`src/rtl/uart_tx_arbiter.sv`:
```
// uart_tx_arbiter: shares one UART transmitter between N_REQ byte-stream
// requesters. Ownership is granted round-robin per message, so the bytes
// of one message are never interleaved with another requester's bytes.
// The granted byte is latched and driven to the UART using the
// send/busy handshake.
//
// Ports:
//   ipClk, ipReset  clock; synchronous active-high reset
//   ipReqValid[i]   requester i has a byte pending
//   ipReqData       requester i's byte in bits [8i+7:8i]
//   ipReqLast[i]    pending byte is the last of i's message
//   opReqAck[i]     one-cycle pulse: requester i's byte was taken
//   opGrant         one-hot current owner, zero when there is no owner
//   opUartTxData    byte to UART ipTxData
//   opUartTxSend    send request to UART ipTxSend
//   ipUartTxBusy    UART opTxBusy
//   opError         one-cycle pulse: byte dropped, busy never rose
//   opIdle          arbitrating with no owner
module uart_tx_arbiter #(
   parameter int N_REQ        = 4,
   parameter int BUSY_TIMEOUT = 16
) (
   input  logic               ipClk,
   input  logic               ipReset,
   input  logic [N_REQ-1:0]   ipReqValid,
   input  logic [8*N_REQ-1:0] ipReqData,
   input  logic [N_REQ-1:0]   ipReqLast,
   output logic [N_REQ-1:0]   opReqAck,
   output logic [N_REQ-1:0]   opGrant,
   output logic [7:0]         opUartTxData,
   output logic               opUartTxSend,
   input  logic               ipUartTxBusy,
   output logic               opError,
   output logic               opIdle
);

   localparam int IW = (N_REQ > 1) ? $clog2(N_REQ) : 1;
   localparam int CW = $clog2(BUSY_TIMEOUT + 1);

   typedef enum logic [2:0] {
      S_ARB,
      S_WAIT_FREE,
      S_SEND,
      S_NEXT,
      S_LOCK
   } state_t;

   state_t           state_q, state_d;
   logic [IW-1:0]    ptr_q, ptr_d;
   logic [IW-1:0]    own_q, own_d;
   logic             last_q, last_d;
   logic [CW-1:0]    cnt_q, cnt_d;
   logic [N_REQ-1:0] grant_q, grant_d;
   logic [N_REQ-1:0] ack_q, ack_d;
   logic [7:0]       data_q, data_d;
   logic             send_q, send_d;
   logic             err_q, err_d;
   logic             idle_q, idle_d;

   logic             hit;
   logic [IW-1:0]    pick;
   logic [IW-1:0]    scan_idx;

   // First valid requester at or above the pointer, wrapping.
   always_comb begin
      hit      = 1'b0;
      pick     = '0;
      scan_idx = '0;
      for (int k = 0; k < N_REQ; k++) begin
         scan_idx = IW'((int'(ptr_q) + k) % N_REQ);
         if (!hit && ipReqValid[scan_idx]) begin
            hit  = 1'b1;
            pick = scan_idx;
         end
      end
   end

   always_comb begin
      state_d = state_q;
      ptr_d   = ptr_q;
      own_d   = own_q;
      last_d  = last_q;
      cnt_d   = cnt_q;
      grant_d = grant_q;
      ack_d   = '0;
      data_d  = data_q;
      send_d  = send_q;
      err_d   = 1'b0;
      unique case (state_q)
         S_ARB: begin
            if (hit) begin
               own_d   = pick;
               grant_d = N_REQ'(1) << pick;
               ack_d   = N_REQ'(1) << pick;
               data_d  = ipReqData[{pick, 3'b000} +: 8];
               last_d  = ipReqLast[pick];
               state_d = S_WAIT_FREE;
            end
         end
         S_WAIT_FREE: begin
            if (!ipUartTxBusy) begin
               send_d  = 1'b1;
               cnt_d   = '0;
               state_d = S_SEND;
            end
         end
         S_SEND: begin
            if (ipUartTxBusy) begin
               send_d  = 1'b0;
               state_d = S_NEXT;
            end else if (cnt_q == CW'(BUSY_TIMEOUT - 1)) begin
               // UART never took the byte: drop it and move on.
               send_d  = 1'b0;
               err_d   = 1'b1;
               state_d = S_NEXT;
            end else begin
               cnt_d = cnt_q + 1'b1;
            end
         end
         S_NEXT: begin
            if (last_q) begin
               grant_d = '0;
               ptr_d   = (own_q == IW'(N_REQ - 1)) ?
                         '0 : own_q + 1'b1;
               state_d = S_ARB;
            end else begin
               state_d = S_LOCK;
            end
         end
         S_LOCK: begin
            // Mid-message: only the owner may continue.
            if (ipReqValid[own_q]) begin
               ack_d   = N_REQ'(1) << own_q;
               data_d  = ipReqData[{own_q, 3'b000} +: 8];
               last_d  = ipReqLast[own_q];
               state_d = S_WAIT_FREE;
            end
         end
         default: state_d = S_ARB;
      endcase
      idle_d = (state_d == S_ARB);
   end

   always_ff @(posedge ipClk) begin
      if (ipReset) begin
         state_q <= S_ARB;
         ptr_q   <= '0;
         own_q   <= '0;
         last_q  <= 1'b0;
         cnt_q   <= '0;
         grant_q <= '0;
         ack_q   <= '0;
         data_q  <= '0;
         send_q  <= 1'b0;
         err_q   <= 1'b0;
         idle_q  <= 1'b1;
      end else begin
         state_q <= state_d;
         ptr_q   <= ptr_d;
         own_q   <= own_d;
         last_q  <= last_d;
         cnt_q   <= cnt_d;
         grant_q <= grant_d;
         ack_q   <= ack_d;
         data_q  <= data_d;
         send_q  <= send_d;
         err_q   <= err_d;
         idle_q  <= idle_d;
      end
   end

   assign opReqAck     = ack_q;
   assign opGrant      = grant_q;
   assign opUartTxData = data_q;
   assign opUartTxSend = send_q;
   assign opError      = err_q;
   assign opIdle       = idle_q;

endmodule

```
`config.mk`:
```
export PLATFORM = sky130hd
export DESIGN_NAME = uart_tx_arbiter
export DESIGN_NICKNAME = d
export VERILOG_FILES = /design/src/rtl/uart_tx_arbiter.sv
export SDC_FILE = /design/constraint.sdc
export NUM_CORES = 1
export LEC_CHECK = 0
export ABC_AREA = 1
export CELL_PAD_IN_SITES_DETAIL_PLACEMENT = 2
export CELL_PAD_IN_SITES_GLOBAL_PLACEMENT = 2
export CORE_MARGIN = 4
export CORE_UTILIZATION = 22
export CTS_CLUSTER_SIZE = 10
export DETAILED_ROUTE_END_ITERATION = 8
export PLACE_DENSITY_LB_ADDON = 0.1
export SYNTH_ARGS = -nofsm -noshare
export SYNTH_HDL_FRONTEND = slang
export SYNTH_SLANG_ARGS = --single-unit
```
`constraint.sdc`:
```
create_clock -name ipClk -period 1.8 [get_ports ipClk]
set_input_delay 0.36 -clock ipClk [delete_from_list [all_inputs] [get_ports ipClk]]
set_output_delay 0.36 -clock ipClk [all_outputs]
set_load 0.05 [all_outputs]
```
# Word level (Yosys, flattened, before mapping)
# Cells that the tools add are included.
# totals
ff_bits	32
word_cells	109
input_bits	43
output_inout_bits	19
# classes
shifts	4
addsub	5
n_lt_le_gt_ge	6
n_mux	51
n_reduce_logical	18
eq_ne	13
bitwise_logic	1
# ops
cell	n
variable part select 32 x 6 -> 8 bit	2
less-than comparator 2 x 3 -> 1 bit, second input constant	6
two-way mux 3 bit	6
two-way mux 1 bit	17
two-way mux 4 bit	4
two-way mux 8 bit	2
case mux 4 bit (2 select lines)	2
case mux 8 bit (2 select lines)	1
two-way mux 5 bit	3
case mux 3 bit (5 select lines)	1
binary-select mux 1 bit (select 2 bit)	7
inequality test 2 bit, second input constant	6
two-way mux 2 bit	5
case mux 5 bit (2 select lines)	1
AND reduction 3 bit	3
<< shifter 1 x 2 -> 4 bit, first input constant	2
== test 3 x 2 -> 1 bit, second input constant	2
logical NOT 3 bit	2
nonzero test 2 bit	3
adder 5 x 1 -> 5 bit, second input constant	1
== test 5 x 4 -> 1 bit, second input constant	1
adder 2 x 1 -> 2 bit, second input constant	2
adder 2 bit, second input constant	2
case mux 1 bit (2 select lines)	2
10 further kinds	15

# Depth between registers and ports, before layout
# Gate-level depths: netlist of the first run.
# depth
word_depth	16
ltp_mapped	17

# Worst setup path after synthesis of the first run
# OpenSTA, ideal clock, no wires.
# synth_timing
path_type	register -> register
start	reg ptr_q[0]
end	reg data_q[1], in the netlist opUartTxData[1]
required_ns	1.691
setup_ns	0.109
setup_slack_ns	0.076
stages_incl_launch_ff	16
t_arrival_ns	1.615
path_buffers	2
cell_sequence	dfxtp_1 buf_6 nand2_2 nand3_1 nand2_2 nor2_4 nand3_2 nand2_2 nand3_4 nand2_4 buf_6 nand2_1 nand3_1 nand3_1 nand2_1 inv_1
# synth_via
elab_chain_len	15
word_cells_on_any_way	30
# synth_rtl
element	line	text
start, declared	49	logic [IW-1:0] ptr_q, ptr_d;
start signal, assigned	159	ptr_q <= ptr_d;
parallel branches: the longest is 15 deep, another holds adder 2 x 1 -> 2 bit	--	
end signal, assigned	165	data_q <= data_d;
end, declared	55	logic [7:0] data_q, data_d;
# Several ways; the timed one is not identified. The select of a mux whose other input is x is not followed.
# A chain may end at the register's enable or synchronous reset.

# Final worst setup path of the first run
# layout_timing
start	reg ptr_q[0]
end	reg last_q
# layout_via
elab_chain_len	16
word_cells_on_any_way	31
# layout_rtl
element	line	text
parallel branches: the longest is 16 deep, another holds adder 2 x 1 -> 2 bit	--	
end signal, assigned	161	last_q <= last_d;
end, declared	51	logic last_q, last_d;
# Several ways; the timed one is not identified. The select of a mux whose other input is x is not followed.

==> qor.txt, run 1 <==
Slew Viols, Final: 0
Starting DRT DRC Count: 50
Initial Util: 22.6%
CP Launch Point: ptr_q[0]
# H-tree levels: 2
Most instantiated library cell after synthesis: nand2_1
CP Class: flip-flop to flip-flop
Pwr dens: 924 nW/um2
Io pins: 62
Pin slew with the least headroom to its limit: 344 ps
Maxcap violations: 0
Setup Skew: 6.90 ps
Clock Path Buffers: 2
Hold slack: 473 ps
GPL Wtd Cong: 0.750
Sink Count: 32
Peak VDD IR: 0.364 mV
Crit path time final: 1980 ps
Sw frac: 43.4%
Drt pass-1 iters: 4
Critical Path AT: 2210 ps
YS warnings: 0
Vias: 2,571
Reg2reg start: ptr_q[0]
Failing checks: setup timing
FF+latch area: 646 um2
Seq/Total Area, Yosys: 30.7%
Power share of the sequential group: 27.7%
Asr flop ratio synth: 0%
Setup TNS: -2380 ps
Mean number of vias per cell: 4.52
Critical Path Sink Type: flip-flop
Syn nets: 382
Post-route DRC violation count: 0
Leakage: 1.68 nW
Dpl ws: -742 ps
Synthesized area per cell: 6.27 um2
Largest net degree at the start of global routing: 20
Average wire per standard cell: 14.7 um
CP max FO: 5
Top cell type's share of synthesized area: 30.7%
Share of cells above drive strength 1: 35.7%
Die width: 105 um
Clk Latency, worst-skew pair: 290 ps
Synth Register Bits: 32
Worst Setup Start Kind: flip-flop
Synth area leader: dfxtp_1
Dominant register cell in the synthesized netlist: dfxtp_1
Final HPWL DP: 6310 um
CP Buf/Inv Count: 3
CORE AREA: 9240 um2
Cell Rows: 35
Grt ovf: 0
Cell area after synthesis: 2090 um2
All-Layer GR Usage: 15.0%
Top delay family on crit path: simple AND/OR/NAND/NOR gates
IO Port Bufs: 61
Hold path start: opGrant[3]
Synth cell count leaders: 94 x nand2_1, 43 x inv_1, 37 x nand3_1
Initial antenna violation count: 0
Total wire length: 8370 um
Vias in the first global route: 2,775
Max stage delay cell, worst path: dfxtp_4
First-pass GRT wire length: 13,600 um
Final worst slack: -183 ps
RSZ-0062 raised after global routing: yes
Critical Path RT: 2020 ps
Int Pwr: 0.00188 W
Combinational power share: 54.2%
Synth top area cells: dfxtp_1 31%, nand2_1 17%, nand3_1 8.9%, inv_1 7.7%, nor2_1 5.6%
# fillers: 1,107
Hold_buf cts: 0
Cells after Synth: 333
Critical Path, Cell by Cell: buf_6 -> nand2_1 -> nand2_1 -> nand2_1 -> nand2_2 -> nor2_1 -> nor2_2 -> nand2_4 -> buf_4 -> buf_6 -> nand2_8 -> nand2_2 -> nand2_1 -> nand2_2 -> nand3_2 -> nand2_2 -> a21oi_2
Fin crit share: 110%
Max_slew headroom: 76.9%
CTS tree: yes
Chip height: 105 um
Nets: 488
Power share of the clock group: 18.1%
Clk slew on worst S/H paths: 80 ps
Psw: 0.00144 W
Post-route ant nets: 0
CP max stage delay: 420 ps
Distinct cells, synth: 28
ANT cells: 0
Multi-input logic area: 1530 um2
Final Hold Viols: 0
Syn-to-layout area delta: 71.8%
Hold Path Class: flip-flop to flip-flop
Post-synth EDFFs: 0
Full die area: 11,100 um2
Root Driver: clkbuf_8
Final setup fails: 21
CTS buffer count: 5
Fmax: 504 MHz
Status: finished with violations
==> stage by stage <==
step	instance area (um2)	utilization, %	std cells	total power, W
floorplan	2090	-	333	0.00184
finish	3590	38.8	569	0.00332
CTS	3380	36.6	566	0.00324
detailed placement	3030	32.8	551	0.00246
global placement	3030	32.8	551	0.00243
global route	3590	38.8	569	0.00358
==> path summary, 6_finish.rpt <==
kind	end	cells past startpoint	slack [ps]
max	last_q	17	-180
min	opGrant[3]	2	470
max reg2reg	last_q	17	-180
min reg2reg	opGrant[3]	2	470
==> registers in the layout, indices dropped and copies added (netlist names) <==
register and flops:
cnt_q 5, last_q 1, opError 1, opGrant 4, opIdle 1, opReqAck 4, opUartTxData 8, opUartTxSend 1
own_q 2, ptr_q 2, state_q 3
==> power by group through the flow <==
stage	clock network (W)	logic, W	registers (W)
after floorplan	0	0.000647	0.00120
after global placement	0	0.00149	0.000936
after detailed placement	0	0.00152	0.000937
after CTS	0.000622	0.00170	0.000924
after global routing	0.000660	0.00197	0.000943
final	0.000600	0.00180	0.000920
==> cell usage in the layout (no fill, tap or decap), types with 8 or more instances in the layout <==
cell and instances:
a21oi_2 8, nand3b_1 8, nand2_4 9, nand2_1 66, clkdlybuf4s50_1 38, o21ai_0 11, inv_1 37, nand3_2 12
nor2_1 29, nand3_1 23, a21oi_1 15, nand2_2 27, buf_4 56, dfxtp_1 30
==> worst min-delay path, cell delays in order, from the launching register on <==
cell,delay [ps]
dfxtp_1,320
nand2_1,60
a21oi_1,50
==> per-layer routing <==
metal / GRT usage (%) / vias up / wire length, um
met1: 17.7 / 1252 / 3500
met2: 28.0 / 36 / 4530
met5: 0 / - / 0
met3: 3.18 / 9 / 277
met4: 2.91 / 0 / 67
li1: - / 1274 / -
==> repair_timing <==
action                                  in CTS  in global routing
buffers inserted                             6                  4
gates cloned                                 1                  0
pin swaps                                   18                 16
gates resized for setup                     60                 47
endpoints found under the setup margin      21                 26
==> cell families (layout without fill, tap and decap cells) <==
kind of cell	after synthesis	after routing	synth area share (%)
adders and majority gates	6	6	3.59
AOI/OAI and AO/OA	41	41	10.7
DFF	32	32	30.7
and+or+nand+nor	199	199	44.0
buffers and inverters	55	162	11.1
==> area by class of cell <==
type | instances | area share (%)
Multi-Input combinational cell | 246 | 42.7
Timing Repair Buffer | 107 | 26.7
Sequential cell | 32 | 18.0
Inverter | 47 | 5.65
Tap cell | 129 | 4.50
Clock buffer | 8 | 2.51
Power figures use the tool's default switching activity.
==> run 2: changes to the inputs <==
--- a/config.mk
+++ b/config.mk
@@ -12,7 +12,7 @@
 export CORE_UTILIZATION = 22
 export CTS_CLUSTER_SIZE = 10
 export DETAILED_ROUTE_END_ITERATION = 8
-export PLACE_DENSITY_LB_ADDON = 0.1
+export PLACE_DENSITY = 0.76
 export SYNTH_ARGS = -nofsm -noshare
 export SYNTH_HDL_FRONTEND = slang
 export SYNTH_SLANG_ARGS = --single-unit
==> qor.txt, run 2 (synthesized netlist as in run 1, its figures left out) <==
Full die area: 11,100 um2
CP max FO: 7
Clk slew on worst S/H paths: 70 ps
Fmax: 517 MHz
Leakage: 1.67 nW
Total power: 0.00354 W
Clock Path Buffers: 2
Die width: 105 um
Initial antenna violation count: 0
Starting DRT DRC Count: 76
Critical Path AT: 2120 ps
Nets: 487
CP Class: flip-flop to flip-flop
Power share of the sequential group: 26.6%
Most frequent cells in the layout: 67 x nand2_1, 58 x buf_4, 38 x clkdlybuf4s50_1
Setup Skew: 4.17 ps
CORE AREA: 9240 um2
Combinational power share: 53.7%
Largest net degree at the start of global routing: 20
CP Buf/Inv Count: 3
Drt pass-1 iters: 4
Top delay family on crit path: simple AND/OR/NAND/NOR gates
Max FFs per register: 8
CP max stage delay: 360 ps
Vias in the first global route: 2,892
Crit path time final: 1930 ps
FF+latch area: 648 um2
GPL Wtd Cong: 0.831
Failing checks: setup timing
Clk Latency, worst-skew pair: 280 ps
Finished Layout Cells: 568
IO Port Bufs: 61
Final Hold Viols: 0
Int Pwr: 0.00199 W
Syn-to-layout area delta: 72.0%
Final HPWL DP: 6650 um
Worst Setup Start Kind: flip-flop
Mean number of vias per cell: 4.52
Max stage delay cell, worst path: dfxtp_4
ANT cells: 0
Hold_buf cts: 0
Sink Count: 32
Max_slew headroom: 71.5%
Grt ovf: 0
Pwr dens: 986 nW/um2
Pin slew with the least headroom to its limit: 425 ps
# H-tree levels: 2
Critical Path RT: 1990 ps
Critical Path Sink Type: flip-flop
Cell Rows: 35
Initial Util: 22.6%
All-Layer GR Usage: 15.7%
RSZ-0062 raised after global routing: yes
Post-route ant nets: 0
Peak VDD IR: 0.516 mV
# fillers: 1,068
Io pins: 62
Power share of the clock group: 19.7%
Maxcap violations: 0
CTS buffer count: 5
Critical Path, Cell by Cell: buf_8 -> nand2_2 -> nand2_2 -> nand2_1 -> nand2_2 -> a21oi_1 -> nand2_1 -> nand3_4 -> clkbuf_16 -> nand3b_1 -> nand3_1 -> nand3_2 -> nand2_1 -> inv_1
Multi-input logic area: 1550 um2
Hold Path Class: flip-flop to flip-flop
Slew Viols, Final: 0
Post-route DRC violation count: 0
Fin crit share: 107%
Root Driver: clkbuf_8
Average wire per standard cell: 16.6 um
Total wire length: 9410 um
Chip height: 105 um
Hold slack: 478 ps
Most common cell after layout, fill and taps aside: nand2_1
Psw: 0.00155 W
First-pass GRT wire length: 14,200 um
Vias: 2,567
Placed Cells incl. Taps: 551
Final setup fails: 16
Sw frac: 43.7%
Share of cells above drive strength 1: 38.3%
Status: finished with violations
Final worst slack: -134 ps
CTS tree: yes
==> run 2: cell count changes in the layout (fill, tap and decap cells not counted), sizes merged <==
cell,delta
buf,-2
clkbuf,-1
clkinv,+1
inv,+1
==> run 2: worst paths after layout <==
kind                   start               to  slack, ps  cells after the start
setup / recovery    ptr_q[0]  opUartTxData[5]       -130                     14
hold reg to reg   opGrant[1]       opGrant[1]        480                      2
hold / removal    opGrant[1]       opGrant[1]        480                      2
setup reg to reg    ptr_q[0]  opUartTxData[5]       -130                     14
==> run 2: power by group through the flow <==
stage	combinational, W	sequential (W)	clock, W
2_1_floorplan	0.000647	0.00120	0
3_3_place_gp	0.00152	0.000937	0
3_5_place_dp	0.00158	0.000946	0
4_1_cts	0.00172	0.000945	0.000721
5_1_grt	0.00207	0.000959	0.000747
6_report	0.00190	0.000942	0.000698
==> run 2: layout make-up <==
class	count	share of cell area, %
Clock buffer	6	2.02
Clock inverter	2	0.975
Inverter	47	5.19
Multi-Input combinational cell	246	43.1
Sequential cell	32	18.0
Tap cell	129	4.49
Timing Repair Buffer	106	26.1
==> run 2: routing by layer <==
layer	global-route usage (%)	wire, um
met3	2.94	363
met4	5.06	161
met2	29.8	4990
met1	17.5	3900
met5	0	0
==> run 2: metrics by stage <==
step | TNS [ps] | utilization (%) | setup WS, ps | cell area [um2]
2_1_floorplan | 0 | - | 76.1 | 2090
3_5_place_dp | -11800 | 32.8 | -668 | 3030
4_1_cts | -1260 | 36.0 | -118 | 3320
6_report | -1190 | 38.9 | -134 | 3590
5_1_grt | -3690 | 38.9 | -296 | 3590
3_3_place_gp | -9000 | 32.8 | -565 | 3030
==> run 2: worst min-delay path: stages, from the launching register on <==
cell and delay [ps]:
dfxtp_1 320, nand2_1 60, a21oi_1 60
==> run 2: what timing repair did <==
action / CTS / global route
setup buffers: 5 / 3
setup endpoints to repair: 22 / 26
gates resized for setup: 56 / 54
pin swaps: 16 / 26
gates cloned: 0 / 1
==> run 3: changes to the inputs <==
--- a/config.mk
+++ b/config.mk
@@ -9,10 +9,10 @@
 export CELL_PAD_IN_SITES_DETAIL_PLACEMENT = 2
 export CELL_PAD_IN_SITES_GLOBAL_PLACEMENT = 2
 export CORE_MARGIN = 4
-export CORE_UTILIZATION = 22
+export CORE_UTILIZATION = 26
 export CTS_CLUSTER_SIZE = 10
 export DETAILED_ROUTE_END_ITERATION = 8
-export PLACE_DENSITY = 0.76
+export PLACE_DENSITY = 0.85
 export SYNTH_ARGS = -nofsm -noshare
 export SYNTH_HDL_FRONTEND = slang
 export SYNTH_SLANG_ARGS = --single-unit
==> constraint.sdc (replaced) <==
create_clock -name ipClk -period 2.4 [get_ports ipClk]
set_input_delay 0.48 -clock ipClk [delete_from_list [all_inputs] [get_ports ipClk]]
set_output_delay 0.48 -clock ipClk [all_outputs]
set_load 0.05 [all_outputs]
==> qor.txt, run 3 (synthesized netlist as in run 1, its figures left out) <==
Status: completed
Final Hold Viols: 0
Core Util, Final: 39.0%
Critical Path, Cell by Cell: clkdlybuf4s50_1 -> inv_1 -> nand2_2 -> nand3_1 -> nand2_2 -> nor2_4 -> nand3_1 -> nand2_2 -> inv_2 -> nor2_2 -> inv_2 -> nor3b_4 -> nand2_1 -> a21oi_1
Most frequent cells in the layout: 94 x nand2_1, 61 x clkdlybuf4s50_1, 43 x inv_1
Clk slew on worst S/H paths: 70 ps
Full die area: 9530 um2
Sink Count: 32
All-Layer GR Usage: 15.5%
# fillers: 969
Max FFs per register: 8
Die width: 97.6 um
Total power: 0.00222 W
CP max FO: 18
Initial Util: 26.9%
Clk Latency, worst-skew pair: 280 ps
Average wire per standard cell: 14.2 um
Pin slew with the least headroom to its limit: 544 ps
Setup Skew: 3.95 ps
Cell Rows: 32
# H-tree levels: 2
Vias in the first global route: 2,660
Final setup fails: 0
Starting DRT DRC Count: 34
Fin crit share: 94.6%
Mean number of vias per cell: 4.67
Initial antenna violation count: 0
Peak VDD IR: 0.212 mV
Setup Buffers After CTS: 0
Share of cells above drive strength 1: 11.9%
Post-route DRC violation count: 0
Crit path time final: 2270 ps
CORE AREA: 7770 um2
Vias: 2,403
Placed Cells incl. Taps: 507
Critical Path AT: 2470 ps
IO Port Bufs: 61
Setup TNS: 0 ps
Post_cts resized: 0
Io pins: 62
Hold_buf cts: 0
GPL Wtd Cong: 0.786
Max stage delay cell, worst path: clkdlybuf4s50_1
Critical Path RT: 2610 ps
Most common cell after layout, fill and taps aside: nand2_1
ANT cells: 0
Fmax: 441 MHz
Final HPWL DP: 6070 um
Drt pass-1 iters: 4
Nets: 461
CP max stage delay: 450 ps
Clock Path Buffers: 2
Root Driver: clkbuf_8
Leakage: 1.41 nW
Post-route ant nets: 0
Max_slew headroom: 63.6%
Critical Path Sink Type: flip-flop
Pwr dens: 732 nW/um2
Syn-to-layout area delta: 45.1%
Largest net degree at the start of global routing: 23
Total wire length: 7320 um
CP Buf/Inv Count: 4
CTS buffer count: 5
Top delay family on crit path: simple AND/OR/NAND/NOR gates
Worst Setup Start Kind: input pin
Slew Viols, Final: 0
Most used cell, CP: nand2_2
CTS tree: yes
RSZ-0062 raised after global routing: yes
Maxcap violations: 0
Chip height: 97.6 um
Finished Layout Cells: 515
CP Class: input pin to flip-flop
First-pass GRT wire length: 12,300 um
Grt ovf: 0
Hold Path Class: flip-flop to flip-flop
## run 3: cell count changes in the layout (fill, tap and decap cells not counted), sizes merged
cell / delta
dlygate4sd2: -4
clkinv: -1
clkbuf: +1
buf: -44
bufinv: -1
clkdlybuf4s50: +23
## run 3: cell type report
cell class / count / area (um2) / area share [%]
clock buffer: 8 / 90.1 / 2.97
tap: 102 / 128 / 4.21
sequential: 32 / 641 / 21.1
inverter: 47 / 176 / 5.82
multi-input combinational: 246 / 1240 / 41.0
timing repair buffer: 80 / 753 / 24.8
## run 3: final timing paths
kind	depth (start not counted)	from	slack (ps)	to
min reg2reg	2	opGrant[0]	470	opGrant[0]
max	14	ipReqValid[3]	130	opIdle
min	2	opGrant[0]	470	opGrant[0]
max reg2reg	14	ptr_q[1]	320	opIdle
## run 3: metrics by stage
step | worst slack (ps) | cell area [um2] | hold slack, ps
6_report | 131 | 3030 | 466
5_1_grt | -75.4 | 3030 | 505
4_1_cts | 45.1 | 3010 | 471
3_5_place_dp | -246 | 2920 | 461
3_3_place_gp | -90.8 | 2920 | 453
2_1_floorplan | 603 | 2090 | 472
## run 3: worst register-to-register path, delay by kind of cell (launching register included)
kind	cells	cell delay (ps)
AND/OR/NAND/NOR	10	1120
buffers and inverters	3	320
flip-flops	1	430
AO/OA/AOI/OAI	1	160
## run 3: power breakdown
group | internal (W) | switching [W] | leakage, nW
registers | 0.000626 | 0.0000756 | 0.263
clock network | 0.000234 | 0.000191 | 0.0455
logic | 0.000407 | 0.000685 | 1.10
## run 3: per-layer routing
| metal | GRT usage, % | up-vias | part of all wire, % |
|---|---|---|---|
| met5 | 0 | - | 0 |
| met4 | 2.88 | 0 | 0.68 |
| met3 | 3.16 | 4 | 5.0 |
| met2 | 28.8 | 53 | 50 |
| met1 | 18.2 | 1124 | 44 |
| li1 | - | 1222 | - |
